==> src/rtl/washer_pkg.sv <==
// Shared types and helpers for the multi-program washer controller.
// Build option WASHER_EXTRA_RINSE_EN is consumed by washer_ctrl_multi, not here.
package washer_pkg;

    typedef enum logic [5:0] {
        S_IDLE  = 6'b000001,
        S_READY = 6'b000010,
        S_SOAK  = 6'b000100,
        S_WASH  = 6'b001000,
        S_RINSE = 6'b010000,
        S_SPIN  = 6'b100000
    } state_t;

    localparam int PH_SOAK  = 0;
    localparam int PH_WASH  = 1;
    localparam int PH_RINSE = 2;
    localparam int PH_SPIN  = 3;
    localparam int NUM_PH   = 4;

    // Widest packed duration table the helpers accept.
    localparam int TBL_MAX_W = 256;

    function automatic logic [31:0] table_entry(input logic [TBL_MAX_W-1:0] tbl,
                                                input int mode_idx,
                                                input int min_w);
        logic [31:0] r;
        r = '0;
        for (int b = 0; b < 32; b++) begin
            if (b < min_w && (mode_idx * min_w + b) < TBL_MAX_W)
                r[b] = tbl[mode_idx * min_w + b];
        end
        return r;
    endfunction

    function automatic logic [31:0] onehot_lowest(input logic [31:0] v);
        return v & (~v + 32'd1);
    endfunction

    function automatic int onehot_index(input logic [31:0] v);
        int idx;
        idx = 0;
        for (int b = 31; b >= 0; b--) begin
            if (v[b])
                idx = b;
        end
        return idx;
    endfunction

endpackage

==> src/rtl/washer_phase_timer.sv <==
// Prescaler plus minute counter shared by all running phases; reports the
// phase terminal tick and minutes remaining against the supplied limit.
module washer_phase_timer #(
    parameter int TICKS_PER_MIN = 15360,
    parameter int MIN_W         = 6
) (
    input  logic             clk,
    input  logic             rst_n,
    input  logic             clear,
    input  logic             pause,
    input  logic [MIN_W-1:0] limit,
    output logic             terminal,
    output logic [MIN_W-1:0] mins_left
);

    localparam int              PS_W    = $clog2(TICKS_PER_MIN);
    localparam logic [PS_W-1:0] PS_LAST = PS_W'(TICKS_PER_MIN - 1);
    localparam logic [PS_W-1:0] PS_ONE  = PS_W'(1);
    localparam logic [MIN_W-1:0] MIN_ONE = MIN_W'(1);
    localparam logic [MIN_W-1:0] MIN_MAX = '1;

    logic [PS_W-1:0]  ps;
    logic [MIN_W-1:0] mins;

    always_ff @(posedge clk) begin
        if (!rst_n || clear) begin
            ps   <= '0;
            mins <= '0;
        end else if (!pause) begin
            if (ps == PS_LAST) begin
                ps <= '0;
                if (mins != MIN_MAX)
                    mins <= mins + MIN_ONE;
            end else begin
                ps <= ps + PS_ONE;
            end
        end
    end

    // A zero-length phase is terminal on its first cycle.
    assign terminal  = (limit == '0) || ((ps == PS_LAST) && (mins == limit - MIN_ONE));
    assign mins_left = limit - mins;

endmodule

==> src/rtl/washer_ctrl_multi.sv <==
// Multi-program washer controller with lid pause, cancel/coin-return and done pulse.
// Define WASHER_EXTRA_RINSE_EN to add i_extra_rinse and a second rinse pass.
module washer_ctrl_multi
    import washer_pkg::*;
#(
    parameter int                         NUM_MODES     = 3,
    parameter int                         TICKS_PER_MIN = 15360,
    parameter int                         MIN_W         = 6,
    parameter logic [NUM_MODES*MIN_W-1:0] SOAK_TBL      = {6'd10, 6'd8, 6'd5},
    parameter logic [NUM_MODES*MIN_W-1:0] WASH_TBL      = {6'd20, 6'd15, 6'd10},
    parameter logic [NUM_MODES*MIN_W-1:0] RINSE_TBL     = {6'd10, 6'd8, 6'd5},
    parameter logic [NUM_MODES*MIN_W-1:0] SPIN_TBL      = {6'd10, 6'd8, 6'd5}
) (
    input  logic                 i_clk,
    input  logic                 i_rst_n,
    input  logic                 i_coin,
    input  logic                 i_lid,
    input  logic                 i_cancel,
    input  logic [NUM_MODES-1:0] i_mode_sel,
`ifdef WASHER_EXTRA_RINSE_EN
    input  logic                 i_extra_rinse,
`endif
    output logic                 o_idle,
    output logic                 o_ready,
    output logic                 o_soak,
    output logic                 o_wash,
    output logic                 o_rinse,
    output logic                 o_spin,
    output logic                 o_waterinlet,
    output logic                 o_paused,
    output logic [NUM_MODES-1:0] o_mode,
    output logic [MIN_W-1:0]     o_mins_left,
    output logic                 o_coinreturn,
    output logic                 o_done
);

    state_t               state;
    logic                 running;
    logic                 advance;
    logic                 again;
    logic                 timer_clear;
    logic                 terminal;
    logic [MIN_W-1:0]     timer_left;
    logic [MIN_W-1:0]     limit;
    logic [NUM_MODES-1:0] sel_low;
    logic [MIN_W-1:0]     dur [NUM_PH];
    int                   mode_idx;

    assign running = (state == S_SOAK) || (state == S_WASH) ||
                     (state == S_RINSE) || (state == S_SPIN);
    assign advance = running && terminal && !i_lid;
    assign sel_low = NUM_MODES'(onehot_lowest(32'(i_mode_sel)));

    always_comb begin
        mode_idx       = onehot_index(32'(o_mode));
        dur[PH_SOAK]   = MIN_W'(table_entry(TBL_MAX_W'(SOAK_TBL),  mode_idx, MIN_W));
        dur[PH_WASH]   = MIN_W'(table_entry(TBL_MAX_W'(WASH_TBL),  mode_idx, MIN_W));
        dur[PH_RINSE]  = MIN_W'(table_entry(TBL_MAX_W'(RINSE_TBL), mode_idx, MIN_W));
        dur[PH_SPIN]   = MIN_W'(table_entry(TBL_MAX_W'(SPIN_TBL),  mode_idx, MIN_W));
        limit          = '0;
        case (state)
            S_SOAK:  limit = dur[PH_SOAK];
            S_WASH:  limit = dur[PH_WASH];
            S_RINSE: limit = dur[PH_RINSE];
            S_SPIN:  limit = dur[PH_SPIN];
            default: limit = '0;
        endcase
    end

    // Counters restart on every phase entry, including the second rinse pass.
    assign timer_clear = !running || advance || i_cancel;

    washer_phase_timer #(
        .TICKS_PER_MIN (TICKS_PER_MIN),
        .MIN_W         (MIN_W)
    ) u_timer (
        .clk       (i_clk),
        .rst_n     (i_rst_n),
        .clear     (timer_clear),
        .pause     (i_lid),
        .limit     (limit),
        .terminal  (terminal),
        .mins_left (timer_left)
    );

`ifdef WASHER_EXTRA_RINSE_EN
    logic extra_q;
    logic pass2_q;
    assign again = extra_q && !pass2_q;
`else
    assign again = 1'b0;
`endif

    always_ff @(posedge i_clk) begin
        if (!i_rst_n) begin
            state        <= S_IDLE;
            o_mode       <= '0;
            o_done       <= 1'b0;
            o_coinreturn <= 1'b0;
`ifdef WASHER_EXTRA_RINSE_EN
            extra_q      <= 1'b0;
            pass2_q      <= 1'b0;
`endif
        end else begin
            o_done       <= 1'b0;
            o_coinreturn <= 1'b0;
            if (i_cancel) begin
                state        <= S_IDLE;
                o_mode       <= '0;
                o_coinreturn <= (state == S_READY);
`ifdef WASHER_EXTRA_RINSE_EN
                extra_q      <= 1'b0;
                pass2_q      <= 1'b0;
`endif
            end else begin
                case (state)
                    S_IDLE: begin
                        if (i_coin && !i_lid)
                            state <= S_READY;
                    end
                    S_READY: begin
                        if (|i_mode_sel && !i_lid) begin
                            state  <= S_SOAK;
                            o_mode <= sel_low;
`ifdef WASHER_EXTRA_RINSE_EN
                            extra_q <= i_extra_rinse;
                            pass2_q <= 1'b0;
`endif
                        end
                    end
                    S_SOAK:  if (advance) state <= S_WASH;
                    S_WASH:  if (advance) state <= S_RINSE;
                    S_RINSE: begin
                        if (advance) begin
                            if (again) begin
`ifdef WASHER_EXTRA_RINSE_EN
                                pass2_q <= 1'b1;
`endif
                            end else begin
                                state <= S_SPIN;
                            end
                        end
                    end
                    S_SPIN: begin
                        if (advance) begin
                            state  <= S_IDLE;
                            o_mode <= '0;
                            o_done <= 1'b1;
                        end
                    end
                    default: state <= S_IDLE;
                endcase
            end
        end
    end

    assign o_idle       = (state == S_IDLE);
    assign o_ready      = (state == S_READY);
    assign o_soak       = (state == S_SOAK);
    assign o_wash       = (state == S_WASH);
    assign o_rinse      = (state == S_RINSE);
    assign o_spin       = (state == S_SPIN);
    assign o_waterinlet = o_soak || o_wash || o_rinse;
    assign o_paused     = running && i_lid;
    assign o_mins_left  = running ? timer_left : '0;

endmodule
==> config.mk <==
export PLATFORM = sky130hd
export DESIGN_NAME = washer_ctrl_multi
export DESIGN_NICKNAME = d
export VERILOG_FILES = /design/src/rtl/washer_pkg.sv /design/src/rtl/washer_phase_timer.sv /design/src/rtl/washer_ctrl_multi.sv
export SDC_FILE = /design/constraint.sdc
export NUM_CORES = 1
export LEC_CHECK = 0
export BUFFER_PORTS_ARGS = -buffer_cell sky130_fd_sc_hd__buf_2
export CAP_MARGIN = 40
export CORE_ASPECT_RATIO = 1.75
export CORE_MARGIN = 3
export CORE_UTILIZATION = 45
export DETAILED_ROUTE_END_ITERATION = 16
export PLACE_DENSITY = 0.65
export SETUP_SLACK_MARGIN = 0.1
export SKIP_LAST_GASP = 1
export SLEW_MARGIN = 10
export SYNTH_ARGS = -nofsm -noshare
export SYNTH_HDL_FRONTEND = slang
export SYNTH_HIERARCHICAL = 1
export SYNTH_SLANG_ARGS = --single-unit
==> constraint.sdc <==
create_clock -name i_clk -period 4.45 [get_ports i_clk]
set_clock_uncertainty 0.15 [all_clocks]
set_input_delay 0.89 -clock i_clk [delete_from_list [all_inputs] [get_ports i_clk]]
set_output_delay 0.89 -clock i_clk [all_outputs]
set_load 0.01 [all_outputs]
==> results of run 1 <==
[registers in the layout, summed over array words and instances, names as in the netlist]
signal	flops
o_mode	3
o_coinreturn	1
state	6
u_timer/mins	6
o_done	1
u_timer/ps	14
[report_power, final]
group | leakage, nW | switching [W] | total (W) | internal, W
clock | 0.0612 | 0.000108 | 0.000289 | 0.000181
combinational | 0.785 | 0.0000146 | 0.0000268 | 0.0000122
sequential | 0.251 | 0.00000122 | 0.000279 | 0.000277
total | 1.10 | 0.000124 | 0.000595 | 0.000471
[cell usage in the layout, fill, tap and decap left out, drive strengths merged, types with 3 or more instances in the layout]
cell,n
buf,34
dfxtp,31
nor2,26
inv,21
nand2,20
xnor2,13
a21oi,12
ha,12
xor2,11
nand2b,10
and2,9
o21ai,9
nand3,8
nor3,7
clkbuf,6
nand4,6
or4,6
nor2b,5
nand3b,5
and3,5
o211ai,4
mux2i,4
nor4,4
nor3b,3
o22ai,3
or3,3
[path summary, 6_finish.rpt]
path	from	to	slack [ps]	depth (start not counted)
max	state[4]	o_mins_left[5]	200	11
min	u_timer/ps[1]	u_timer/ps[1]	350	2
max reg2reg	state[4]	u_timer/ps[5]	590	16
min reg2reg	u_timer/ps[1]	u_timer/ps[1]	350	2
[through the flow]
step,total power (W),area (um2)
detailed placement,0.000312,2340
CTS,0.000604,2470
global placement,0.000312,2340
global route,0.000617,2520
floorplan,0.000302,2160
finish,0.000595,2520
[metal layers]
layer  global-route usage [%]  vias up  routed length, um  share of wire (%)
li1                         -      989                  -                  -
met1                     18.6      908               1880                 38
met2                     36.4       35               2860                 57
met3                     3.46       11                132                2.6
met4                     6.43        0                107                2.1
met5                        0        -                  0                  0
[final cells by class]
| class | instances | area (um2) | area share, % |
|---|---|---|---|
| Clock buffer | 6 | 82.6 | 3.27 |
| Clock inverter | 2 | 35.0 | 1.39 |
| Inverter | 21 | 78.8 | 3.12 |
| Multi-Input combinational cell | 206 | 1450 | 57.4 |
| Sequential cell | 31 | 626 | 24.8 |
| Tap cell | 51 | 63.8 | 2.53 |
| Timing Repair Buffer | 34 | 190 | 7.54 |
[repair_timing]
| item | 4_1_cts | 5_1_grt |
|---|---|---|
| cloned | 0 | 0 |
| pin swaps | 0 | 3 |
| gates resized for setup | 5 | 8 |
| buffers inserted | 0 | 4 |
| endpoints found under the setup margin | 2 | 2 |
[critical path: cells and delay by family, from the launching register on]
family | cells | cell delay (ps)
simple gates | 6 | 1690
compound gates | 3 | 520
flops | 1 | 350
fa+ha+maj | 1 | 260
buf+inv | 1 | 120
[logic make-up (layout without fill, tap and decap cells)]
kind of cell | after synthesis | after routing
AND/OR/NAND/NOR | 122 | 122
AO/OA/AOI/OAI | 40 | 40
flip-flops | 31 | 31
buffers and inverters | 28 | 63
XOR/XNOR | 24 | 24
adder cells (fa/ha/maj) | 13 | 13
multiplexers | 5 | 5
other | 1 | 2
==> report_table.html, run 1 <==
<table>
<tr><th>Metric</th><th>Value</th></tr>
<tr><th colspan="2">STA</th></tr>
<tr><td>Hold slack final</td><td>347 ps</td></tr>
<tr><td>Setup repair after global routing missed its margin</td><td>false</td></tr>
<tr><td>Worst Max-Slew Pin Slew</td><td>797 ps</td></tr>
<tr><td>Slack of the critical path</td><td>199 ps</td></tr>
<tr><td>Relative slew slack</td><td>46.7%</td></tr>
<tr><td>Final setup violation count</td><td>0</td></tr>
<tr><td>Fraction of the cycle the final worst path needs</td><td>95.5%</td></tr>
<tr><td>Final count of pins violating max slew</td><td>0</td></tr>
<tr><td>Final critical path time including I/O delays and setup</td><td>4250 ps</td></tr>
<tr><td>Post-route setup TNS</td><td>0 ps</td></tr>
<tr><td>Number of hold-slack violations in the final timing report</td><td>0</td></tr>
<tr><td>Highest clock rate</td><td>235 MHz</td></tr>
<tr><th colspan="2">Critical path</th></tr>
<tr><td>CP peak stage delay</td><td>530 ps</td></tr>
<tr><td>Setup crit start kind</td><td>flip-flop</td></tr>
<tr><td>Capturing element type of the critical path</td><td>output port</td></tr>
<tr><td>Worst-path cell chain</td><td>or4_4, or3b_4, o22ai_4, ha_1, nor2b_1, o21ai_1, a21boi_2, or4_1, nand3_1, and2_1, buf_2</td></tr>
<tr><td>Critical path peak fanout</td><td>5</td></tr>
<tr><td>Type of the worst setup path</td><td>flip-flop to output port</td></tr>
<tr><td>CP required</td><td>3410 ps</td></tr>
<tr><td>Worst endpoint data arrival time</td><td>3210 ps</td></tr>
<tr><td>Slowest stage cell, crit path</td><td>sky130_fd_sc_hd__or4_4</td></tr>
<tr><th colspan="2">GRT</th></tr>
<tr><td>Via count of the first global-routing pass</td><td>1,960</td></tr>
<tr><td>Wire length of the first global-routing pass</td><td>8520 um</td></tr>
<tr><td>Pin count of the biggest net entering global routing</td><td>13</td></tr>
<tr><td>Gr ovfl total</td><td>0</td></tr>
<tr><td>Antenna violations before repair</td><td>0</td></tr>
<tr><td>GR Util All Layers</td><td>18.8%</td></tr>
<tr><th colspan="2">Power</th></tr>
<tr><td>Standby leakage power</td><td>1.10 nW</td></tr>
<tr><td>P per Cell Area</td><td>236 nW/um2</td></tr>
<tr><td>Largest voltage drop on the vdd net</td><td>258 uV</td></tr>
<tr><th colspan="2">Place</th></tr>
<tr><td>Placer Congestion</td><td>0.845</td></tr>
<tr><td>HPWL after DPL</td><td>3880 um</td></tr>
<tr><td>DP Worst Slack</td><td>260 ps</td></tr>
<tr><td>Number of placed cells counting well taps</td><td>339</td></tr>
<tr><td>Port bufs</td><td>26</td></tr>
<tr><th colspan="2">Synthesis</th></tr>
<tr><td>Adder-cell area share of the yosys netlist</td><td>7.90%</td></tr>
<tr><td>Post-synth EDFFs</td><td>0</td></tr>
<tr><td>Most frequently used cell type in the post-synthesis netlist</td><td>sky130_fd_sc_hd__dfxtp_1</td></tr>
<tr><td>Mean Syn Cell Area</td><td>8.16 um2</td></tr>
<tr><td>Most instantiated flip-flop cell in the synthesis netlist</td><td>sky130_fd_sc_hd__dfxtp_1</td></tr>
<tr><td>Cell types occupying the most area after synthesis</td><td>sky130_fd_sc_hd__dfxtp_1, sky130_fd_sc_hd__ha_1, sky130_fd_sc_hd__xnor2_1, sky130_fd_sc_hd__nor2_1, sky130_fd_sc_hd__xor2_1</td></tr>
<tr><td>Xor and xnor area share after synthesis</td><td>9.76%</td></tr>
<tr><td>Share of the synthesized area in the top cell type</td><td>28.8%</td></tr>
<tr><td>Fraction of synthesized area in multiplexers</td><td>2.38%</td></tr>
<tr><td>Dominant combinational cell family by area after synthesis</td><td>simple AND/OR/NAND/NOR gates</td></tr>
<tr><td>Seq/Total Area, Yosys</td><td>28.8%</td></tr>
<tr><td>Post-Synthesis Cell Area</td><td>2150 um2</td></tr>
<tr><td>Complex-gate fraction of the synthesized area</td><td>12.5%</td></tr>
<tr><td>Unique cell type count in the Yosys netlist</td><td>54</td></tr>
<tr><td>Fraction of the mapped netlist area in simple logic gates</td><td>33.0%</td></tr>
<tr><td>Gate count of the mapped netlist</td><td>264</td></tr>
<tr><td>Area leader, netlist</td><td>sky130_fd_sc_hd__dfxtp_1</td></tr>
<tr><td>FF+latch count, synth</td><td>31</td></tr>
<tr><td>Number of warnings reported in the yosys synthesis log</td><td>6</td></tr>
<tr><td>Synth cell count leaders</td><td>sky130_fd_sc_hd__dfxtp_1, sky130_fd_sc_hd__nor2_1, sky130_fd_sc_hd__inv_1</td></tr>
<tr><td>Async S/R FF share, synth</td><td>0%</td></tr>
<tr><th colspan="2">Run</th></tr>
<tr><td>Number of maximum-capacitance violations</td><td>0</td></tr>
<tr><th colspan="2">Floorplan</th></tr>
<tr><td>Effective utilization at floorplan</td><td>47.6%</td></tr>
<tr><td>Core region area</td><td>4520 um2</td></tr>
<tr><td>Die Span X</td><td>58.3 um</td></tr>
<tr><td>Die height</td><td>97.5 um</td></tr>
<tr><td>Total die area</td><td>5690 um2</td></tr>
<tr><td>Io pins</td><td>27</td></tr>
<tr><td>Row cnt</td><td>32</td></tr>
<tr><th colspan="2">Layout</th></tr>
<tr><td>Area Growth Syn to Fin</td><td>17.1%</td></tr>
<tr><td>Post-route non-filler standard cell count</td><td>351</td></tr>
<tr><td>Count of nets after finishing</td><td>320</td></tr>
<tr><td>Fraction of layout cells with a size suffix above 1</td><td>21.3%</td></tr>
<tr><td>Antenna diodes</td><td>0</td></tr>
<tr><td>Final Util</td><td>55.8%</td></tr>
<tr><td>Filler Cell Count</td><td>447</td></tr>
<tr><th colspan="2">Drt</th></tr>
<tr><td>Number of nets still failing antenna checks after routing</td><td>0</td></tr>
<tr><td>Ratio of routed vias to standard cells</td><td>5.54</td></tr>
<tr><td>Final routed wirelength across all metal layers</td><td>4990 um</td></tr>
<tr><td>Wire length per cell after detailed routing</td><td>14.2 um</td></tr>
<tr><td>Via count of the routed design</td><td>1,943</td></tr>
<tr><td>Detailed Routing Iterations Pass 1</td><td>4</td></tr>
<tr><td>Iter 0 DRT Violations</td><td>38</td></tr>
<tr><td>DRC viols</td><td>0</td></tr>
<tr><th colspan="2">Worst hold path</th></tr>
<tr><td>Type of the most critical hold path</td><td>flip-flop to flip-flop</td></tr>
<tr><th colspan="2">Clock tree</th></tr>
<tr><td>CTS tree</td><td>yes</td></tr>
<tr><td>Number of buffers inserted by hold repair at cts</td><td>0</td></tr>
<tr><td>H-tree depth</td><td>2</td></tr>
<tr><td>Total CTS buffers</td><td>5</td></tr>
<tr><td>Clock input transition at the sequential cells of the worst setup and hold paths</td><td>70 ps</td></tr>
<tr><td>Buffers from clock root to sink, at most</td><td>2</td></tr>
<tr><td>Number of clock sinks</td><td>31</td></tr>
<tr><td>Root buf cell</td><td>sky130_fd_sc_hd__clkbuf_8</td></tr>
<tr><td>Later-pin clock latency in the skew report</td><td>280 ps</td></tr>
<tr><th colspan="2">Outcome</th></tr>
<tr><td>Outcome</td><td>finished, final reports clean</td></tr>
</table>
Note: power is estimated with default switching activity, not from simulation.
==> inputs of run 2 (changes only) <==
--- a/config.mk
+++ b/config.mk
@@ -11,6 +11,7 @@
 export CORE_MARGIN = 3
 export CORE_UTILIZATION = 45
 export DETAILED_ROUTE_END_ITERATION = 16
+export MAX_ROUTING_LAYER = met4
 export PLACE_DENSITY = 0.65
 export SETUP_SLACK_MARGIN = 0.1
 export SKIP_LAST_GASP = 1
==> report_table.html, run 2 (synthesis results as in run 1) <==
<table>
<tr><th>Metric</th><th>Value</th></tr>
<tr><th colspan="2">GRT</th></tr>
<tr><td>Gr ovfl total</td><td>0 (unchanged)</td></tr>
<tr><td>Pin count of the biggest net entering global routing</td><td>13 (unchanged)</td></tr>
<tr><td>Wire length of the first global-routing pass</td><td>8510 um (was 8520 um)</td></tr>
<tr><td>GR Util All Layers</td><td>19.3% (was 18.8%)</td></tr>
<tr><td>Via count of the first global-routing pass</td><td>1,961 (was 1,960)</td></tr>
<tr><td>Antenna violations before repair</td><td>0 (unchanged)</td></tr>
<tr><th colspan="2">Layout</th></tr>
<tr><td>Count of nets after finishing</td><td>320 (unchanged)</td></tr>
<tr><td>Largest regs</td><td>u_timer/ps (14), state (6), u_timer/mins (6) (unchanged)</td></tr>
<tr><td>Highest-count cells in the layout ignoring fill and taps</td><td>sky130_fd_sc_hd__dfxtp_1, sky130_fd_sc_hd__nor2_1, sky130_fd_sc_hd__buf_2 (unchanged)</td></tr>
<tr><td>Most flop-heavy register</td><td>u_timer/ps (unchanged)</td></tr>
<tr><td>Filler Cell Count</td><td>447 (unchanged)</td></tr>
<tr><td>Fraction of layout cells with a size suffix above 1</td><td>21.3% (unchanged)</td></tr>
<tr><td>Number of flip-flops in the largest register</td><td>14 (unchanged)</td></tr>
<tr><td>Area Growth Syn to Fin</td><td>17.1% (unchanged)</td></tr>
<tr><td>Antenna diodes</td><td>0 (unchanged)</td></tr>
<tr><td>Most frequent standard cell in the layout excluding fill and tap cells</td><td>sky130_fd_sc_hd__dfxtp_1 (unchanged)</td></tr>
<tr><td>Final Util</td><td>55.8% (unchanged)</td></tr>
<tr><th colspan="2">Drt</th></tr>
<tr><td>Detailed Routing Iterations Pass 1</td><td>4 (unchanged)</td></tr>
<tr><td>Number of nets still failing antenna checks after routing</td><td>0 (unchanged)</td></tr>
<tr><td>Via count of the routed design</td><td>1,943 (unchanged)</td></tr>
<tr><td>Wire length per cell after detailed routing</td><td>14.2 um (unchanged)</td></tr>
<tr><td>Ratio of routed vias to standard cells</td><td>5.54 (unchanged)</td></tr>
<tr><td>Iter 0 DRT Violations</td><td>38 (unchanged)</td></tr>
<tr><td>Final routed wirelength across all metal layers</td><td>4990 um (unchanged)</td></tr>
<tr><td>DRC viols</td><td>0 (unchanged)</td></tr>
<tr><th colspan="2">Floorplan</th></tr>
<tr><td>Total die area</td><td>5690 um2 (unchanged)</td></tr>
<tr><td>Io pins</td><td>27 (unchanged)</td></tr>
<tr><td>Row cnt</td><td>32 (unchanged)</td></tr>
<tr><td>Die Span X</td><td>58.3 um (unchanged)</td></tr>
<tr><td>Die height</td><td>97.5 um (unchanged)</td></tr>
<tr><td>Effective utilization at floorplan</td><td>47.6% (unchanged)</td></tr>
<tr><td>Core region area</td><td>4520 um2 (unchanged)</td></tr>
<tr><th colspan="2">Clock tree</th></tr>
<tr><td>Total CTS buffers</td><td>5 (unchanged)</td></tr>
<tr><td>CTS tree</td><td>yes (unchanged)</td></tr>
<tr><td>Root buf cell</td><td>sky130_fd_sc_hd__clkbuf_8 (unchanged)</td></tr>
<tr><td>Number of clock sinks</td><td>31 (unchanged)</td></tr>
<tr><td>H-tree depth</td><td>2 (unchanged)</td></tr>
<tr><td>Buffers from clock root to sink, at most</td><td>2 (unchanged)</td></tr>
<tr><td>Clock input transition at the sequential cells of the worst setup and hold paths</td><td>70 ps (about the same)</td></tr>
<tr><td>Later-pin clock latency in the skew report</td><td>280 ps (about the same)</td></tr>
<tr><th colspan="2">Critical path</th></tr>
<tr><td>Logic depth of the worst path, buffers included</td><td>11 (unchanged)</td></tr>
<tr><td>Critical path peak fanout</td><td>5 (unchanged)</td></tr>
<tr><td>CP peak stage delay</td><td>530 ps (about the same)</td></tr>
<tr><td>Worst endpoint data arrival time</td><td>3210 ps (about the same)</td></tr>
<tr><td>Type of the worst setup path</td><td>flip-flop to output port (unchanged)</td></tr>
<tr><td>Count of buffer and inverter cells on the critical path</td><td>1 (unchanged)</td></tr>
<tr><td>Slowest stage cell, crit path</td><td>sky130_fd_sc_hd__or4_4 (unchanged)</td></tr>
<tr><td>CP required</td><td>3410 ps (about the same)</td></tr>
<tr><td>Capturing element type of the critical path</td><td>output port (unchanged)</td></tr>
<tr><td>Setup crit start kind</td><td>flip-flop (unchanged)</td></tr>
<tr><td>R2R setup slack</td><td>590 ps (about the same)</td></tr>
<tr><td>Cell count of the worst reg-to-reg path</td><td>16 (unchanged)</td></tr>
<tr><td>Crit-path leading delay family</td><td>simple AND/OR/NAND/NOR gates (unchanged)</td></tr>
<tr><td>Worst-path cell chain</td><td>or4_4, or3b_4, o22ai_4, ha_1, nor2b_1, o21ai_1, a21boi_2, or4_1, nand3_1, and2_1, buf_2 (unchanged)</td></tr>
<tr><th colspan="2">STA</th></tr>
<tr><td>Number of hold-slack violations in the final timing report</td><td>0 (unchanged)</td></tr>
<tr><td>Worst Max-Slew Pin Slew</td><td>797 ps (unchanged)</td></tr>
<tr><td>Relative slew slack</td><td>46.7% (unchanged)</td></tr>
<tr><td>Final critical path time including I/O delays and setup</td><td>4250 ps (about the same)</td></tr>
<tr><td>Setup repair after global routing missed its margin</td><td>false (unchanged)</td></tr>
<tr><td>Highest clock rate</td><td>235 MHz (about the same)</td></tr>
<tr><td>Post-route setup TNS</td><td>0 ps (unchanged)</td></tr>
<tr><td>Final count of pins violating max slew</td><td>0 (unchanged)</td></tr>
<tr><td>Final setup violation count</td><td>0 (unchanged)</td></tr>
<tr><td>Fraction of the cycle the final worst path needs</td><td>95.5% (about the same)</td></tr>
<tr><td>Slack of the critical path</td><td>199 ps (about the same)</td></tr>
<tr><th colspan="2">Place</th></tr>
<tr><td>HPWL after DPL</td><td>3880 um (unchanged)</td></tr>
<tr><td>Placer Congestion</td><td>0.858 (was 0.845)</td></tr>
<tr><td>DP Worst Slack</td><td>260 ps (unchanged)</td></tr>
<tr><td>Port bufs</td><td>26 (unchanged)</td></tr>
<tr><th colspan="2">Worst hold path</th></tr>
<tr><td>Hold Path Depth</td><td>2 (unchanged)</td></tr>
<tr><td>Type of the most critical hold path</td><td>flip-flop to flip-flop (unchanged)</td></tr>
<tr><th colspan="2">Power</th></tr>
<tr><td>Largest voltage drop on the vdd net</td><td>258 uV (about the same)</td></tr>
<tr><td>P per Cell Area</td><td>236 nW/um2 (about the same)</td></tr>
<tr><td>Post-route total power</td><td>0.000595 W (about the same)</td></tr>
<tr><td>Standby leakage power</td><td>1.10 nW (unchanged)</td></tr>
<tr><th colspan="2">Run</th></tr>
<tr><td>Number of maximum-capacitance violations</td><td>0 (unchanged)</td></tr>
<tr><th colspan="2">Outcome</th></tr>
<tr><td>Outcome</td><td>finished, final reports clean (unchanged)</td></tr>
</table>
==> run 2: timing repair <==
| action | 4_1_cts | 5_1_grt |
|---|---|---|
| pin swaps | 0 | 3 |
| endpoints found under the setup margin | 2 | 2 |
| hold buffers | 0 | 0 |
| gates resized for setup | 5 | 8 |
| setup buffers | 0 | 4 |
==> run 2: where the power goes <==
part / internal (W) / switching (W)
Clock: 0.000181 / 0.000108
Sequential: 0.000277 / 0.00000122
Combinational: 0.0000122 / 0.0000146
==> run 2: per-layer routing <==
layer	vias to the layer above	global-route usage (%)	wire (um)
met4	0	6.43	105
met1	908	18.6	1880
met3	11	3.46	134
met5	-	-	0
met2	35	36.4	2860
li1	989	-	-
==> run 2: area by class of cell <==
type                    instances  area, um2  area share (%)
well taps                      51       63.8            2.53
clock inverters                 2       35.0            1.39
inverters                      21       78.8            3.12
repair buffers                 34        190            7.54
clock buffers                   6       82.6            3.27
multi-input cells             206       1450            57.4
flip-flops and latches         31        626            24.8
==> run 2: stage by stage <==
step,hold WS (ps),instance area (um2),cells
floorplan,305,2160,265
global placement,325,2340,339
detailed placement,343,2340,339
CTS,353,2470,347
global route,376,2520,351
finish,347,2520,351
==> run 2: tightest hold or removal path: cells and delay by family, from the launching register on <==
family | cells | cell delay, ps
and+or+nand+nor | 1 | 70
DFF | 1 | 330
AOI/OAI and AO/OA | 1 | 60
==> run 2: path summary, 6_finish.rpt <==
| check | startpoint | to |
|---|---|---|
| worst max-delay path | state[4] | o_mins_left[5] |
| worst min-delay path | u_timer/ps[1] | u_timer/ps[1] |
| worst max register to register | state[4] | u_timer/ps[5] |
| worst min register to register | u_timer/ps[1] | u_timer/ps[1] |
